## config.mk

```make
export PLATFORM = sky130hd
export DESIGN_NAME = pixel_write_engine
export DESIGN_NICKNAME = d
export VERILOG_FILES = /design/src/rtl/write_pkg.sv /design/src/rtl/pixel_packer.sv /design/src/rtl/pixel_write_engine.sv
export SDC_FILE = /design/constraint.sdc
export NUM_CORES = 1
export LEC_CHECK = 0
export ABC_AREA = 1
export CORE_ASPECT_RATIO = 1.75
export CORE_MARGIN = 4
export CORE_UTILIZATION = 41
export CTS_BUF_LIST = sky130_fd_sc_hd__clkbuf_8
export CTS_CLUSTER_SIZE = 40
export DETAILED_ROUTE_END_ITERATION = 10
export GPL_TIMING_DRIVEN = 0
export PLACE_DENSITY = 0.7
export SLEW_MARGIN = 20
export SYNTH_ARGS = -nofsm -noshare
export SYNTH_HDL_FRONTEND = slang
export SYNTH_SLANG_ARGS = --single-unit
```

## constraint.sdc

```tcl
create_clock -name clk -period 9.84 [get_ports clk]
set_input_delay 0.984 -clock clk [delete_from_list [all_inputs] [get_ports clk]]
set_output_delay 0.984 -clock clk [all_outputs]
set_load 0.005 [all_outputs]
```

## src/rtl/write_pkg.sv

```systemverilog
// rtl/write_pkg.sv - shared FSM state type and word-geometry helpers for the pixel write engine
package write_pkg;

  typedef enum logic [1:0] {
    ST_IDLE  = 2'd0,
    ST_RUN   = 2'd1,
    ST_FLUSH = 2'd2,
    ST_DONE  = 2'd3
  } state_t;

  function automatic int lanes_of(input int data_width, input int pixel_size);
    return data_width / pixel_size;
  endfunction

  function automatic int bytes_of(input int data_width);
    return data_width / 8;
  endfunction

endpackage

```

## src/rtl/pixel_packer.sv

```systemverilog
// rtl/pixel_packer.sv - packs pixels MSB-lane first into a word and tracks which bytes are filled
module pixel_packer
  import write_pkg::*;
#(
  parameter int DATA_WIDTH = 32,
  parameter int PIXEL_SIZE = 8
) (
  input  logic                    clk,
  input  logic                    reset,
  input  logic                    clear,
  input  logic                    load,
  input  logic [PIXEL_SIZE-1:0]   pixel,
  output logic [DATA_WIDTH-1:0]   packed_word,
  output logic [DATA_WIDTH/8-1:0] byte_mask,
  output logic                    word_full,
  output logic                    pending
);

  localparam int LANES      = lanes_of(DATA_WIDTH, PIXEL_SIZE);
  localparam int LANE_BYTES = PIXEL_SIZE / 8;
  localparam int LW         = (LANES > 1) ? $clog2(LANES) : 1;
  localparam logic [LW-1:0] MSB_LANE = LW'(LANES - 1);

  logic [LW-1:0]         lane;
  logic [DATA_WIDTH-1:0] acc;
  logic [DATA_WIDTH-1:0] pixel_ext;

  assign pixel_ext = DATA_WIDTH'(pixel);

  // Outputs include the pixel loaded this cycle, so a full or flushed word can be written without a bubble.
  always_comb begin
    packed_word = acc;
    if (load) begin
      packed_word = acc | (pixel_ext << (int'(lane) * PIXEL_SIZE));
    end
    byte_mask = '0;
    for (int i = 0; i < LANES; i++) begin
      for (int b = 0; b < LANE_BYTES; b++) begin
        byte_mask[i*LANE_BYTES + b] = load ? (i >= int'(lane)) : (i > int'(lane));
      end
    end
  end

  assign word_full = load && (lane == '0);
  assign pending   = !word_full && (load || (lane != MSB_LANE));

  always_ff @(posedge clk or posedge reset) begin
    if (reset) begin
      lane <= MSB_LANE;
      acc  <= '0;
    end else if (clear) begin
      lane <= MSB_LANE;
      acc  <= '0;
    end else if (load) begin
      if (lane == '0) begin
        lane <= MSB_LANE;
        acc  <= '0;
      end else begin
        lane <= lane - LW'(1);
        acc  <= packed_word;
      end
    end
  end

endmodule

```

## src/rtl/pixel_write_engine.sv

```systemverilog
// rtl/pixel_write_engine.sv - streams pixels into packed BRAM word writes with byte strobes
module pixel_write_engine
  import write_pkg::*;
#(
  parameter int DATA_WIDTH = 32,
  parameter int ADDR_WIDTH = 32,
  parameter int PIXEL_SIZE = 8,
  parameter int CNT_WIDTH  = 16
) (
  input  logic                    clk,
  input  logic                    reset,
  input  logic                    start,
  input  logic [ADDR_WIDTH-1:0]   base_addr,
  input  logic [CNT_WIDTH-1:0]    num_pixels,
  input  logic [PIXEL_SIZE-1:0]   pixel,
  input  logic                    pixel_valid,
  output logic                    pixel_ready,
  input  logic                    flush,
  output logic [ADDR_WIDTH-1:0]   bram_addr,
  output logic [DATA_WIDTH-1:0]   bram_data,
  output logic [DATA_WIDTH/8-1:0] write_enable,
  output logic                    busy,
  output logic                    done,
  output logic [CNT_WIDTH-1:0]    words_written
);

  localparam int BYTES = bytes_of(DATA_WIDTH);

  state_t                  state;
  logic [ADDR_WIDTH-1:0]   word_addr;
  logic [CNT_WIDTH-1:0]    target;
  logic [CNT_WIDTH-1:0]    accepted;
  logic                    xfer;
  logic                    accept_start;
  logic                    job_end;
  logic                    write_go;
  logic [DATA_WIDTH-1:0]   packed_word;
  logic [BYTES-1:0]        byte_mask;
  logic                    word_full;
  logic                    pending;

  assign pixel_ready  = (state == ST_RUN);
  assign xfer         = pixel_ready && pixel_valid;
  assign accept_start = (state == ST_IDLE) && start;
  assign job_end      = pixel_ready && (flush || (xfer && ((accepted + CNT_WIDTH'(1)) == target)));
  assign write_go     = word_full || (job_end && pending);
  assign busy         = (state != ST_IDLE);
  assign done         = (state == ST_DONE);

  pixel_packer #(
    .DATA_WIDTH (DATA_WIDTH),
    .PIXEL_SIZE (PIXEL_SIZE)
  ) u_packer (
    .clk         (clk),
    .reset       (reset),
    .clear       (accept_start),
    .load        (xfer),
    .pixel       (pixel),
    .packed_word (packed_word),
    .byte_mask   (byte_mask),
    .word_full   (word_full),
    .pending     (pending)
  );

  // Every job leaving RUN passes through FLUSH, the cycle in which its final write is on the bus,
  // so done always lands one cycle after the last write.
  always_ff @(posedge clk or posedge reset) begin
    if (reset) begin
      state         <= ST_IDLE;
      word_addr     <= '0;
      target        <= '0;
      accepted      <= '0;
      bram_addr     <= '0;
      bram_data     <= '0;
      write_enable  <= '0;
      words_written <= '0;
    end else begin
      write_enable <= '0;
      if (write_go) begin
        bram_addr     <= word_addr;
        bram_data     <= packed_word;
        write_enable  <= byte_mask;
        word_addr     <= word_addr + ADDR_WIDTH'(BYTES);
        words_written <= words_written + CNT_WIDTH'(1);
      end
      case (state)
        ST_IDLE: begin
          if (start) begin
            word_addr     <= base_addr;
            target        <= num_pixels;
            accepted      <= '0;
            words_written <= '0;
            state         <= (num_pixels == '0) ? ST_DONE : ST_RUN;
          end
        end
        ST_RUN: begin
          if (xfer) begin
            accepted <= accepted + CNT_WIDTH'(1);
          end
          if (job_end) begin
            state <= ST_FLUSH;
          end
        end
        ST_FLUSH: state <= ST_DONE;
        ST_DONE:  state <= ST_IDLE;
        default:  state <= ST_IDLE;
      endcase
    end
  end

endmodule

```

==> impl_metrics.yaml <==
detailed_routing:
  drc: 0
  drt_first_pass_iters: 5
  drt_wl_total_mm: 27.60
  wire_per_inst_um: 16.37
  ant_nets: 0
  first_iter_violations: 467
  vias_per_cell: 5.097
  via_count: 8594
clocking:
  clock_latency_ps: 490
  postCtsSetupBuffers: 0
  tritoncts: "yes"
  cts_hold_buf: 0
  cts.repair.resized: 0
  cts_made_buffers: 17
  cts_root_buffer: "clkbuf_8"
  clkSlewWorstSetupHoldPaths_ps: 100
  htreeDepth: 4
  cts.path.max_buffers: 2
  cts.sinks: 184
pwr:
  p_per_area_nw_per_um2: 249.6
  leakage_nw: 5.468
  p_total_mw: 2.981
  irDropWorstVdd_mv: 0.1256
setup_path:
  startpoint_type: "primary input"
  worstSetupPathType: "in2reg"
  critical_path.endpoint_type: "flip-flop"
  cp.arrival_ps: 3280
  cp_max_fo: 10
  critical_path_required_ps: 10220
floorplanning:
  rows: 74
  initial_core_util_pct: 41.54
  die_area_um2: 26160
  die_y_um: 211.0
  die_w_um: 124.0
  ios: 148
  core_um2: 23240
grt:
  grt_overflow: 0
  antenna_found_initial: 0
  grt_max_degree: 95
  grt_pass1_wl_mm: 44.02
  grt_use_met2_pct: 38.53
  grt_busiest_layer: "met2"
  use_met3_pct: 3.617
  grtUsageMet1_pct: 24.85
  gr-usage-all-layers_pct: 21.81
  grt_pass1_vias: 8596
cells_and_area:
  mostFrequentLayoutCells: "298 x nand2_1, 182 x dfrtp_1, 147 x clkdlybuf4s50_1"
  antennaDiodeCount: 0
  final_net_count: 1441
  design_area_um2: 11940
  final_common_cell: "nand2_1"
  syn2layout_area_growth_pct: 23.70
  layout-drive-gt1-share_pct: 9.696
synth:
  syn_avg_cell_area_um2: 8.032
  yosys_warnings: 0
  synthDistinctLibCells: 33
  synth_seq_cells: 184
  syn_area_um2: 9654
  synth_nets: 1274
  netlist_instances: 1202
  ys_seq_area_share_pct: 47.72
timing:
  slew_violations: 0
  finalCritPeriodShare_pct: 29.41
  rsz0062_at_grt: "false"
  hold_viol: 0
  worst-slew-pin-transition_ps: 720.9
  setup_viol: 0
  min_period_ps: 2894
  max_slew_margin_pct: 51.50
  fmax_mhz: 345.5
  setup-tns-final_ps: 0
  finalClockSkew_ps: 18.66
placement:
  port_buffers: 147
  place_hpwl_mm: 21.23
  dpl-instance-area_um2: 11540
  globalplace.congestion: 0.9067
hold_path:
  hp-class: "reg2reg"
outcome:
  status: "finished clean"
run:
  max-cap-violations: 0
## final timing paths
kind	depth (start not counted)	to	slack (ps)	from
setup / recovery	14	word_addr[2]	6950	pixel_valid
hold / removal	2	bram_addr[22]	490	bram_addr[22]
setup reg to reg	9	u_packer.acc[23]	7020	u_packer.lane[0]
hold reg to reg	2	bram_addr[22]	490	bram_addr[22]
max in group asynchronous	3	target[5]	7950	reset
min in group asynchronous	2	bram_data[25]	1000	reset
## where the power goes
part	total [mW]	switching (mW)	internal, mW
combinational	1.30	0.769	0.529
sequential	1.16	0.180	0.980
clock	0.524	0.306	0.218
total	2.98	1.25	1.73
## per-layer routing
metal / up-vias / routed length (um)
met4: 0 / 1349
met5: - / 0
li1: 4235 / -
met1: 4049 / 10480
met3: 70 / 1251
met2: 240 / 14520
## critical path, stage by stage
cell	delay, ps
clkdlybuf4s50_1	470
nand2_1	250
a21oi_1	210
o211ai_1	120
nor2_1	120
nand3_1	80
nor2_1	160
nand3_2	150
nand3_4	100
buf_6	160
buf_6	160
nand3_1	120
nand3_1	120
nand2_1	60
## synth_stat cells, drive strengths merged
master	instances	share of area [%]
dfrtp	182	47
o211ai	2	0.16
nand3b	8	0.62
nand3	102	5.5
o22ai	13	0.84
o21ai	118	7.7
xnor2	1	0.091
xor2	34	3.1
buf	25	2.5
a21oi	55	2.9
nand2	301	12
nor2	123	5.0
nor4	15	0.97
or2	20	1.3
inv	122	4.7
clkbuf	25	0.97
a211oi	2	0.26
nor3	19	0.98
clkinv	3	0.12
dfstp	2	0.54
ha	11	1.4
nand4	18	1.2
xnor3	1	0.23
## registers in the layout (all words and copies together) (netlist names)
register       cells
state              2
word_addr         32
u_packer.lane      2
bram_data         32
words_written     16
write_enable       4
accepted          16
bram_addr         32
u_packer.acc      32
target            16
## logic make-up after synthesis
family | count (synthesis) | share of synthesized area, %
fa+ha+maj | 11 | 1.426
compound gates | 190 | 11.78
simple gates | 606 | 27.33
flops | 184 | 47.72
xor+xnor | 36 | 3.409
buf+inv | 175 | 8.333
## layout make-up
type                       count  area (um2)
multi-input combinational    843        4243
sequential                   184        4607
timing repair buffer         148        1499
inverter                     125       476.7
tap                          304       380.4
clock inverter                14       153.9
clock buffer                  18       247.7
buffer                        50       335.3
fill                        2266       11300
## through the flow
stage,worst slack [ps],hold slack [ps],instances,util (%)
3_3_place_gp,1223,459.1,1653,49.51
3_5_place_dp,6440,465.6,1654,49.66
4_1_cts,6953,490.9,1686,51.39
5_1_grt,6703,510.3,1686,51.39
2_1_floorplan,3859,442.2,1202,-
6_report,6946,486.4,1686,51.39
(Power assumes the default switching activity.)
